<file path="config.mk">
export PLATFORM = sky130hd
export DESIGN_NAME = score_keeper
export DESIGN_NICKNAME = d
export VERILOG_FILES = /design/src/rtl/asteroids_pkg.sv /design/src/rtl/bcd_add6.sv /design/src/rtl/score_keeper.sv
export SDC_FILE = /design/constraint.sdc
export NUM_CORES = 1
export LEC_CHECK = 0
export CAP_MARGIN = 5
export CORE_MARGIN = 2
export CORE_UTILIZATION = 40
export CTS_CLUSTER_DIAMETER = 60
export DETAILED_ROUTE_END_ITERATION = 10
export GPL_TIMING_DRIVEN = 0
export HOLD_SLACK_MARGIN = 0.02
export SYNTH_ARGS = -nofsm -noshare
export SYNTH_HDL_FRONTEND = slang
export SYNTH_SLANG_ARGS = --single-unit
</file>
<file path="constraint.sdc">
create_clock -name clk -period 17.17 [get_ports clk]
set_input_delay 3.434 -clock clk [delete_from_list [all_inputs] [get_ports clk]]
set_output_delay 3.434 -clock clk [all_outputs]
set_load 0.03 [all_outputs]
</file>
<file path="src/rtl/asteroids_pkg.sv">
// Shared asteroids game types: BCD score encoding and score-keeper states.
// Types only; no logic, no latency, no flow control.
package asteroids;

   typedef logic [23:0] bcd_score_t;

   localparam int         SCORE_DIGITS = 6;
   localparam bcd_score_t SCORE_SAT    = 24'h999990;

   typedef enum logic [1:0] {SC_IDLE, SC_PLAYING, SC_OVER} score_state_t;

endpackage

</file>
<file path="src/rtl/bcd_add6.sv">
// Six-digit BCD adder with decimal carry between digits.
// Purely combinational: zero latency, no flow control.
module bcd_add6
   import asteroids::*;
(
   input  logic [23:0] a,
   input  logic [23:0] b,
   output logic [23:0] sum,
   output logic        cout
);

   logic [4:0] dsum;
   logic       carry;

   always_comb begin
      sum   = '0;
      dsum  = '0;
      carry = 1'b0;
      for (int d = 0; d < SCORE_DIGITS; d++) begin
         dsum  = {1'b0, a[4*d +: 4]} + {1'b0, b[4*d +: 4]} + {4'b0, carry};
         carry = (dsum > 5'd9);
         // +6 skips the six unused nibble codes so the low 4 bits are the decimal digit
         if (carry) dsum = dsum + 5'd6;
         sum[4*d +: 4] = dsum[3:0];
      end
      cout = carry;
   end

endmodule

</file>
<file path="src/rtl/score_keeper.sv">
// Captures per-frame BCD asteroid points and accumulates them one source per cycle into the score.
// Frame result settles N_SRC+2 cycles after vsync; a capture that arrives while busy is dropped and flagged.
module score_keeper
   import asteroids::*;
#(
   parameter int N_SRC      = 2,
   parameter int LIVES_INIT = 3,
   parameter int LIVES_MAX  = 7
) (
   input  logic                   clk,
   input  logic                   resetN,
   input  logic                   vsync,
   input  logic                   game_begin,
   input  logic                   ship_hit,
   input  logic [N_SRC-1:0][10:0] ast_points,
   output logic [23:0]            score,
   output logic [23:0]            high_score,
   output logic [2:0]             lives,
   output logic                   extra_life,
   output logic                   game_over,
   output logic                   busy,
   output logic                   overrun
);

   localparam int               IDX_W    = (N_SRC > 1) ? $clog2(N_SRC) : 1;
   localparam logic [IDX_W-1:0] IDX_LAST = IDX_W'(N_SRC - 1);
   localparam logic [2:0]       L_INIT   = 3'(LIVES_INIT);
   localparam logic [2:0]       L_MAX    = 3'(LIVES_MAX);

   score_state_t     state, state_nxt;
   bcd_score_t       pend [N_SRC];
   logic [IDX_W-1:0] idx;
   logic             cap;
   bcd_score_t       add_sum;
   logic             add_cout;
   logic             playing, acc, award, award_ok, hit, hit_zero, enter_over;

   bcd_add6 u_add (
      .a    (score),
      .b    (pend[idx]),
      .sum  (add_sum),
      .cout (add_cout)
   );

   always_comb begin
      state_nxt = state;
      game_over = 1'b0;
      case (state)
         SC_IDLE:    if (game_begin) state_nxt = SC_PLAYING;
         SC_PLAYING: if (!game_begin && lives == 3'd0) state_nxt = SC_OVER;
         SC_OVER: begin
            game_over = 1'b1;
            if (game_begin) state_nxt = SC_PLAYING;
         end
         default:    state_nxt = SC_IDLE;
      endcase
   end

   // lives == 0 while still PLAYING is the single cycle before OVER; nothing is accepted then
   always_comb begin
      playing    = (state == SC_PLAYING) && (lives != 3'd0);
      acc        = playing && busy;
      award      = acc && !add_cout && (add_sum[23:16] != score[23:16]);
      award_ok   = award && (lives != L_MAX);
      hit        = playing && ship_hit;
      hit_zero   = hit && !award_ok && (lives == 3'd1);
      enter_over = (state == SC_PLAYING) && (state_nxt == SC_OVER);
   end

   always_ff @(posedge clk or negedge resetN) begin
      if (!resetN) begin
         state      <= SC_IDLE;
         cap        <= 1'b0;
         idx        <= '0;
         busy       <= 1'b0;
         score      <= '0;
         high_score <= '0;
         lives      <= '0;
         extra_life <= 1'b0;
         overrun    <= 1'b0;
         for (int i = 0; i < N_SRC; i++) pend[i] <= '0;
      end else begin
         state      <= state_nxt;
         cap        <= vsync;
         extra_life <= 1'b0;
         if (game_begin) begin
            cap     <= 1'b0;
            idx     <= '0;
            busy    <= 1'b0;
            score   <= '0;
            lives   <= L_INIT;
            overrun <= 1'b0;
            for (int i = 0; i < N_SRC; i++) pend[i] <= '0;
         end else begin
            if (enter_over && score > high_score) high_score <= score;
            if (playing && cap) begin
               if (busy) begin
                  overrun <= 1'b1;
               end else begin
                  for (int i = 0; i < N_SRC; i++)
                     pend[i] <= {13'b0, ast_points[i] & 11'h7F0};
                  idx  <= '0;
                  busy <= 1'b1;
               end
            end
            // the fatal hit abandons the frame, including the add of this very cycle
            if (hit_zero) begin
               busy  <= 1'b0;
               lives <= 3'd0;
            end else begin
               if (acc) begin
                  score <= add_cout ? SCORE_SAT : add_sum;
                  if (idx == IDX_LAST) busy <= 1'b0;
                  else                 idx  <= idx + 1'b1;
               end
               extra_life <= award_ok;
               if (award_ok && !hit)      lives <= lives + 3'd1;
               else if (hit && !award_ok) lives <= lives - 3'd1;
            end
         end
      end
   end

endmodule

</file>
==> metrics.csv, run 1 <==
stage,metric,value,unit
synthesis,synth_top_area_cell,dfrtp_1,
place,hpwl,8.60,mm
drt,drt_iter0_drc,149,
power_and_ir_drop,clkPwrFrac,0.426,
clock_network,cts_tree,yes,
timing,clock.fmax,87.6,MHz
critical_path,cpLargestDelayFamily,compound AO/OA/AOI/OAI gates,
timing,layout_setup_ws,5.76,ns
critical_path,crit_top_cell,ha_1,
global_routing,grt_pass1_wl,19.2,mm
timing,finalCritPeriodShare,0.665,
global_routing,antenna_found_initial,0,
drt,drc,0,
job,cap_violations,0,
drt,wire_per_inst,15.3,um
critical_path,max_stage_delay,0.85,ns
synthesis,synth.avg_cell_area,9.50,um^2
critical_path,crit_arrival,11.69,ns
critical_path,path_class,reg -> reg,
synthesis,synth_area,0.00485,mm^2
clock_network,cts.sinks,70,
floorplanning,start_util,0.407,
timing,hold_viol_final,0,
timing,min_period,11.41,ns
drt,dr.pass1.iters,4,
synthesis,synth_top_area_share,0.361,
clock_network,ctsResizeCount,0,
timing,tns,0,ns
finish,drive_gt1_frac,0.122,
finish,nets,675,
clock_network,htree_levels,3,
timing,slew_headroom,0.304,
clock_network,clk_pin_slew,0.06,ns
global_routing,grt_start_max_net_pins,57,
timing,grt_setup_unrepaired,false,
power_and_ir_drop,sequentialPowerShare,0.359,
floorplanning,ios,82,
clock_network,hold_buffers,0,
floorplanning,die_h,114,um
synthesis,async_flop_share,1.00,
clock_network,cts_setup_buffers,0,
floorplanning,die-area,0.0130,mm^2
synthesis,synth_edf_count,0,
clock_network,cts_max_path_buffers,2,
global_routing,grt_overflow_total,0,
place,place_congestion,0.815,
place,place_inst,730,
synthesis,synth_seq_area_share,0.361,
critical_path,crit_buf_inv,9,
finish,antenna_cells,0,
worst_hold_path,hold_class,reg -> reg,
synthesis,yosys_register_bits,70,
synthesis,ys_types,67,
place,port_buffers,70,
floorplanning,fp.coreArea,0.0119,mm^2
run_status,status,"finished, final reports clean",
clock_network,root_buffer,clkbuf_16,
timing,setup_viol,0,
power_and_ir_drop,power.leakage,0.00288,uW
critical_path,cp-start-kind,flip-flop,
clock_network,worst_skew_pair.late_latency,0.34,ns
critical_path,cp.required,17.44,ns
critical_path,cp_slowest_cell,a31oi_1,
floorplanning,die_w,114,um
timing,final.setup_skew,0.00689,ns
power_and_ir_drop,power.switching,149,uW
finish,design_area,0.00611,mm^2
synthesis,synthTopCellsByArea,"dfrtp_1, ha_1, nand2_1",
timing,worst_pin_slew,1.04,ns
finish,area_growth,26.0,%
power_and_ir_drop,switching_share,0.289,
global_routing,grt_pass1_vias,3873,
power_and_ir_drop,p_comb_frac,0.215,
timing,final_max_slew_viol_count,0,
clock_network,cts-buffers-inserted,9,
power_and_ir_drop,ir_worst_vdd,0.0832,mV
power_and_ir_drop,p_per_area,84.1,mW/mm^2
critical_path,crit_fanout,10,
finish,fin_cells,746,
drt,via_count,3897,
synthesis,synth_top_flop_cell,dfrtp_1,
drt,wl,11.4,mm
critical_path,end_kind,flip-flop,
place,dp_slack,5.76,ns
floorplanning,rows,40,
drt,viasPerCell,5.22,
synthesis,yosysWarnings,0,
global_routing,track_usage,0.188,
drt,ant_nets,0,
synthesis,syn_inst,511,
place,place_area,0.00577,mm^2
power_and_ir_drop,intPower,366,uW
synth_stat cells, types with 4 or more instances:
cell	count
clkbuf_1	14
ha_1	50
a21o_1	9
mux2_2	8
o211ai_1	4
xnor2_1	12
o21ai_0	23
nor2b_1	10
a22o_1	5
a31oi_1	5
nand2b_1	5
nor3_1	8
buf_2	7
mux2i_1	10
nand2_1	63
inv_1	48
fa_1	4
nand3_1	4
dfrtp_1	70
mux2_4	15
a21oi_1	39
nand3b_1	4
nor2_1	28
per-layer routing:
metal,GRT usage,up-vias,share of wire
li1,-,1938,-
met3,0.0487,17,0.046
met4,0.0602,0,0.017
met1,0.236,1849,0.46
met2,0.319,93,0.48
met5,0,-,0
power groups by stage:
stage	combinational (uW)	sequential, uW	clock, uW
after floorplan	67.9	194	0
after global placement	109	187	0
after detailed placement	112	187	0
after CTS	112	185	226
after global routing	124	186	230
final	111	185	219
metrics by stage:
stage | utilization | hold WS [ns] | total power, uW
2_1_floorplan | - | 0.460 | 262
3_3_place_gp | 0.482 | 0.476 | 296
3_5_place_dp | 0.484 | 0.491 | 299
4_1_cts | 0.513 | 0.500 | 522
5_1_grt | 0.513 | 0.524 | 540
6_report | 0.513 | 0.496 | 514
kinds of logic after synthesis:
group,synth area share
DFF,0.361
AOI/OAI and AO/OA,0.171
other,0.000773
adders and majority gates,0.145
buffers and inverters,0.0658
muxes,0.0856
and+or+nand+nor,0.143
xor gates and xnor gates,0.0271
cells in the final DEF (no fill, tap or decap), drive strengths merged, types with 4 or more instances in the layout:
cell / instances
dfrtp: 70
clkdlybuf4s50: 69
nand2: 64
ha: 50
inv: 48
a21oi: 41
nor2: 28
clkbuf: 26
o21ai: 25
mux2: 23
buf: 13
xnor2: 12
mux2i: 10
nor2b: 10
a21o: 10
nor3: 8
a22o: 5
nand2b: 5
a31oi: 5
nand3b: 4
o211ai: 4
nand3: 4
fa: 4
and3: 4
worst register-to-register path: cells and delay by family, from the launching register on:
family                   cells  cell delay, ns
AO/OA/AOI/OAI               17            4.14
XOR/XNOR                     2            0.22
adder cells (fa/ha/maj)     13            3.38
buffers and inverters        9            2.18
flip-flops                   1            0.33
multiplexers                 1            0.33
AND/OR/NAND/NOR              5            0.77
path summary, 6_finish.rpt:
| check | start | to | slack [ns] | cells after the start |
|---|---|---|---|---|
| max | idx | score[23] | 5.76 | 47 |
| min | state[0] | state[0] | 0.50 | 1 |
| max reg2reg | idx | score[23] | 5.76 | 47 |
| min reg2reg | state[0] | state[0] | 0.50 | 1 |
| max in group asynchronous | resetN | pend[32] | 13.66 | 2 |
| min in group asynchronous | resetN | score[18] | 2.96 | 1 |
final cells by class:
class	count	area, um^2
multi-input cells	368	2790
well taps	147	184
inverters	48	180
fillers	1116	5800
clock buffers	11	243
clock inverters	5	106
plain buffers	26	139
flip-flops and latches	70	1750
repair buffers	71	726
state kept, by name, indices dropped and copies added, names as in the netlist:
signal / flops
high_score: 23
score: 23
pend: 14
lives: 3
state: 2
busy: 1
cap: 1
extra_life: 1
idx: 1
overrun: 1
Note: power is estimated with default switching activity, not from simulation.
==> inputs of run 2 (changes only) <==
Clock period 17.17 ns to 11.6 ns, I/O delays scaled along.
==> metrics.csv, run 2 (synthesis gave the netlist of run 1 again) <==
stage,metric,value,unit,change
timing,final_max_slew_viol_count,0,,unchanged
critical_path,cp_slowest_cell,a31oi_4,,was a31oi_1
floorplanning,die_h,114,um,unchanged
finish,fin_cells,743,,was 746
timing,clock.fmax,93.7,MHz,was 87.6 MHz
clock_network,htree_levels,3,,unchanged
clock_network,cts.sinks,70,,unchanged
job,cap_violations,0,,unchanged
global_routing,grt_overflow_total,0,,unchanged
worst_hold_path,hold_class,reg -> reg,,unchanged
global_routing,grt_start_max_net_pins,57,,unchanged
critical_path,cp-start-kind,flip-flop,,unchanged
place,place_inst,730,,unchanged
drt,wire_per_inst,15.5,um,was 15.3 um
critical_path,path_class,reg -> reg,,unchanged
critical_path,max_stage_delay,0.43,ns,was 0.85 ns
place,dp_slack,0.190,ns,was 5.76 ns
finish,antenna_cells,0,,unchanged
clock_network,cts_max_path_buffers,2,,unchanged
critical_path,cpLargestDelayFamily,adder cells,,was compound AO/OA/AOI/OAI gates
critical_path,crit_arrival,10.93,ns,was 11.69 ns
drt,wl,11.5,mm,was 11.4 mm
global_routing,grt_pass1_vias,3873,,unchanged
finish,area_growth,26.3,%,was 26.0%
timing,finalCritPeriodShare,0.920,,was 0.665
clock_network,cts_setup_buffers,0,,unchanged
timing,hold_viol_final,0,,unchanged
floorplanning,die-area,0.0130,mm^2,unchanged
timing,timing.hold.ws,0.496,ns,about the same
drt,viasPerCell,5.26,,was 5.22
finish,drive_gt1_frac,0.129,,was 0.122
floorplanning,ios,82,,unchanged
floorplanning,rows,40,,unchanged
place,place_congestion,0.815,,unchanged
timing,final.setup_skew,0.00713,ns,was 0.00689 ns
drt,drt_iter0_drc,172,,was 149
clock_network,cts_tree,yes,,unchanged
place,port_buffers,70,,unchanged
critical_path,end_kind,flip-flop,,unchanged
drt,drc,0,,unchanged
finish,ff_latch_area,0.00175,mm^2,unchanged
global_routing,track_usage,0.188,,unchanged
finish,final_cell_mix,"dfrtp_1, clkdlybuf4s50_1, nand2_1",,unchanged
timing,slew_headroom,0.615,,was 0.304
timing,min_period,10.67,ns,was 11.41 ns
clock_network,worst_skew_pair.late_latency,0.34,ns,about the same
global_routing,antenna_found_initial,0,,unchanged
run_status,status,"finished, final reports clean",,unchanged
timing,setup_viol,0,,unchanged
finish,reg_top3,"high_score (23), score (23), pend (14)",,unchanged
finish,final_common_cell,dfrtp_1,,unchanged
place,hpwl,8.60,mm,unchanged
clock_network,clk_pin_slew,0.06,ns,about the same
finish,nets,672,,was 675
critical_path,cp.required,11.86,ns,was 17.44 ns
power_and_ir_drop,p_per_area,125,mW/mm^2,was 84.1 mW/mm^2
clock_network,root_buffer,clkbuf_16,,unchanged
finish,multiInputGateArea,0.00281,mm^2,was 0.00279 mm^2
power_and_ir_drop,power.leakage,0.00288,uW,about the same
floorplanning,start_util,0.407,,unchanged
drt,ant_nets,0,,unchanged
finish,postLayoutCoreUtil,0.514,,was 0.513
critical_path,crit_top_cell,ha_1,,unchanged
clock_network,cts-buffers-inserted,9,,unchanged
power_and_ir_drop,power,765,uW,was 514 uW
drt,via_count,3908,,"was 3,897"
timing,layout_setup_ws,0.928,ns,was 5.76 ns
critical_path,crit_buf_inv,12,,was 9
timing,worst_pin_slew,0.574,ns,was 1.04 ns
drt,dr.pass1.iters,4,,unchanged
finish,num-fill-cells,1111,,"was 1,116"
power_and_ir_drop,ir_worst_vdd,0.125,mV,was 0.0832 mV
critical_path,crit_fanout,10,,unchanged
floorplanning,fp.coreArea,0.0119,mm^2,unchanged
global_routing,grt_pass1_wl,19.2,mm,unchanged
floorplanning,die_w,114,um,unchanged
run 2: final timing paths:
path	from	end	slack [ns]	depth (start not counted)
worst max register to register	score[1]	score[17]	0.93	51
worst min-delay path	state[0]	state[0]	0.50	1
max in group asynchronous	resetN	pend[32]	9.20	2
worst min register to register	state[0]	state[0]	0.50	1
min in group asynchronous	resetN	extra_life	1.84	1
worst max-delay path	score[1]	score[17]	0.93	51
run 2: metrics by stage:
stage	setup TNS, ns	area [um^2]
global placement	0	5740
detailed placement	0	5770
finish	0	6130
CTS	0	6110
floorplan	0	4860
global route	-0.0119	6130
run 2: worst reg2reg max path: cells and delay by family, from the launching register on:
family          cells  cell delay, ns
compound gates     15            2.95
xor+xnor            2            0.27
fa+ha+maj          15            4.16
buf+inv            12            1.69
flops               1            0.40
simple gates        7            1.17
run 2: routing by layer:
layer | global-route usage | wire length [um]
met5 | 0 | 0
met4 | 0.0602 | 191
met3 | 0.0487 | 527
met2 | 0.319 | 5550
met1 | 0.236 | 5210
run 2: report_power, final:
part,internal (uW),switching (uW),total [uW]
clock network,216,108,324
logic,66.5,98.0,164
registers,259,16.8,276
run 2: cell type report:
| class | count | share of cell area |
|---|---|---|
| timing repair buffer | 71 | 0.118 |
| clock inverter | 5 | 0.0174 |
| sequential | 70 | 0.286 |
| clock buffer | 11 | 0.0396 |
| multi-input combinational | 368 | 0.458 |
| buffer | 23 | 0.0210 |
| tap | 147 | 0.0300 |
| inverter | 48 | 0.0294 |
run 2: what timing repair did:
action / 4_1_cts / 5_1_grt
hold buffers: 0 / 0
setup endpoints to repair: 0 / 25
gates resized for setup: 0 / 7
endpoints found under the hold margin: 0 / 0
==> inputs of run 3 (changes only) <==
Settings changed: CORE_UTILIZATION 40 to 30, HOLD_SLACK_MARGIN 0.02 to 0.08, RECOVER_POWER set to 100.
==> metrics.csv, run 3 (synthesis gave the netlist of run 1 again) <==
stage,metric,value,unit,change
run_status,status,"complete, but fails checks",,"was finished, final reports clean"
run_status,violations,"capacitance limit, slew limit",,
finish,reg_top3,"high_score (23), score (23), pend (14)",,unchanged
critical_path,r2r-start,score[1],,unchanged
drt,wl,11.7,mm,was 11.5 mm
global_routing,antenna_found_initial,0,,unchanged
timing,clock.fmax,93.1,MHz,was 93.7 MHz
finish,drive_gt1_frac,0.0990,,was 0.129
timing,setup_viol,0,,unchanged
clock_network,ctsResizeCount,0,,unchanged
timing,final_max_slew_viol_count,60,,was 0
critical_path,reg2reg_slack,0.86,ns,was 0.93 ns
floorplanning,ios,82,,unchanged
power_and_ir_drop,p_per_area,129,mW/mm^2,was 125 mW/mm^2
global_routing,grt_start_max_net_pins,60,,was 57
drt,dr.pass1.iters,4,,unchanged
floorplanning,rows,46,,was 40
critical_path,path_class,reg -> reg,,unchanged
timing,finalCritPeriodShare,0.926,,was 0.920
critical_path,end_kind,flip-flop,,unchanged
drt,ant_nets,0,,unchanged
critical_path,cp.required,11.81,ns,was 11.86 ns
floorplanning,start_util,0.307,,was 0.407
global_routing,grt_overflow_total,0,,unchanged
clock_network,hold_buffers,0,,unchanged
critical_path,crit_top_cell,ha_1,,unchanged
critical_path,cp-start-kind,flip-flop,,unchanged
global_routing,grt_pass1_vias,3899,,"was 3,873"
drt,drt_iter0_drc,134,,was 172
global_routing,track_usage,0.139,,was 0.188
power_and_ir_drop,power,790,uW,was 765 uW
global_routing,grt_pass1_wl,19.4,mm,was 19.2 mm
worst_hold_path,hold_depth,1,,unchanged
timing,min_period,10.74,ns,was 10.67 ns
drt,drc,0,,unchanged
place,hpwl,8.86,mm,was 8.60 mm
finish,num-fill-cells,1600,,"was 1,111"
floorplanning,die_h,131,um,was 114 um
timing,final.setup_skew,0.00843,ns,was 0.00713 ns
clock_network,clk_pin_slew,0.06,ns,about the same
clock_network,cts_max_path_buffers,2,,unchanged
power_and_ir_drop,power.leakage,0.00298,uW,was 0.00288 uW
timing,tns,0,ns,unchanged
worst_hold_path,min-delay-start,state[0],,unchanged
critical_path,crit_fanout,10,,unchanged
timing,worst_pin_slew,3.20,ns,was 0.574 ns
worst_hold_path,hold_class,reg -> reg,,unchanged
drt,via_count,3880,,"was 3,908"
timing,hold_viol_final,0,,unchanged
clock_network,root_buffer,clkbuf_16,,unchanged
critical_path,cp_slowest_cell,fa_1,,was a31oi_4
clock_network,htree_levels,3,,unchanged
critical_path,reg2reg_to,score[22],,was score[17]
critical_path,max_stage_delay,0.65,ns,was 0.43 ns
timing,slew_headroom,-1.13,,was 0.615
critical_path,reg2reg_depth,51,,unchanged
place,place_congestion,0.807,,was 0.815
critical_path,crit_arrival,10.95,ns,was 10.93 ns
finish,nets,672,,unchanged
worst_hold_path,hold_end,state[0],,unchanged
finish,final_cell_mix,"dfrtp_1, nand2_1, dlygate4sd3_1",,"was dfrtp_1, clkdlybuf4s50_1, nand2_1"
job,cap_violations,1,,was 0
drt,wire_per_inst,14.4,um,was 15.5 um
finish,area_growth,26.5,%,was 26.3%
floorplanning,die-area,0.0172,mm^2,was 0.0130 mm^2
clock_network,cts_tree,yes,,unchanged
finish,final_common_cell,dfrtp_1,,unchanged
clock_network,worst_skew_pair.late_latency,0.34,ns,about the same
clock_network,cts.sinks,70,,unchanged
place,port_buffers,70,,unchanged
clock_network,cts_setup_buffers,0,,unchanged
finish,antenna_cells,0,,unchanged
drt,viasPerCell,4.78,,was 5.26
floorplanning,fp.coreArea,0.0158,mm^2,was 0.0119 mm^2
power_and_ir_drop,ir_worst_vdd,0.0695,mV,was 0.125 mV
clock_network,cts-buffers-inserted,9,,unchanged
floorplanning,die_w,131,um,was 114 um
[run 3: worst max-delay path by stage]
stage / slack, ns / from / cells past startpoint / end
2_1_floorplan: 1.81 / score[1] / 51 / score[17]
6_report: 0.86 / score[1] / 51 / score[22]
5_1_grt: -0.02 / score[1] / 51 / score[22]
4_1_cts: 0.14 / idx / 47 / score[17]
3_5_place_dp: 0.18 / idx / 47 / score[17]
3_3_place_gp: 0.49 / idx / 47 / score[23]
[run 3: power by group]
group	leakage (uW)	switching [uW]	internal, uW
registers	0.000933	17.1	259
logic	0.00186	99.2	63.0
clock network	0.000186	108	244
[run 3: layer usage]
layer  wire length, um  global-route usage  vias up
met2              5830               0.249       80
met3               462              0.0309        9
li1                  -                   -     1932
met5                 0                   0        -
met1              5340               0.169     1859
met4                87              0.0332        0
[run 3: cell type report]
| type | instances | area (um^2) | area share |
|---|---|---|---|
| inverters | 48 | 180 | 0.0293 |
| repair buffers | 71 | 698 | 0.114 |
| flip-flops and latches | 70 | 1750 | 0.285 |
| well taps | 216 | 270 | 0.0440 |
| clock buffers | 11 | 253 | 0.0412 |
| clock inverters | 5 | 129 | 0.0210 |
| multi-input cells | 368 | 2750 | 0.449 |
| plain buffers | 23 | 104 | 0.0169 |
[run 3: per-stage QoR]
stage                     cell area, um^2  hold WS (ns)  utilization  cells  setup slack [ns]
after global routing                 6140         0.523        0.388    812           -0.0156
after detailed placement             5850         0.490        0.370    799             0.179
final                                6140         0.504        0.388    812             0.861
after floorplan                      4860         0.460            -    512              1.81
after CTS                            6230         0.500        0.394    815             0.135
after global placement               5830         0.477        0.368    798             0.490
[run 3: worst max-delay path, delay by kind of cell, from the launching register on]
family                   cells  cell delay, ns
AND/OR/NAND/NOR              6            0.89
adder cells (fa/ha/maj)     15            4.32
buffers and inverters       12            1.61
AO/OA/AOI/OAI               16            3.12
flip-flops                   1            0.40
XOR/XNOR                     2            0.24
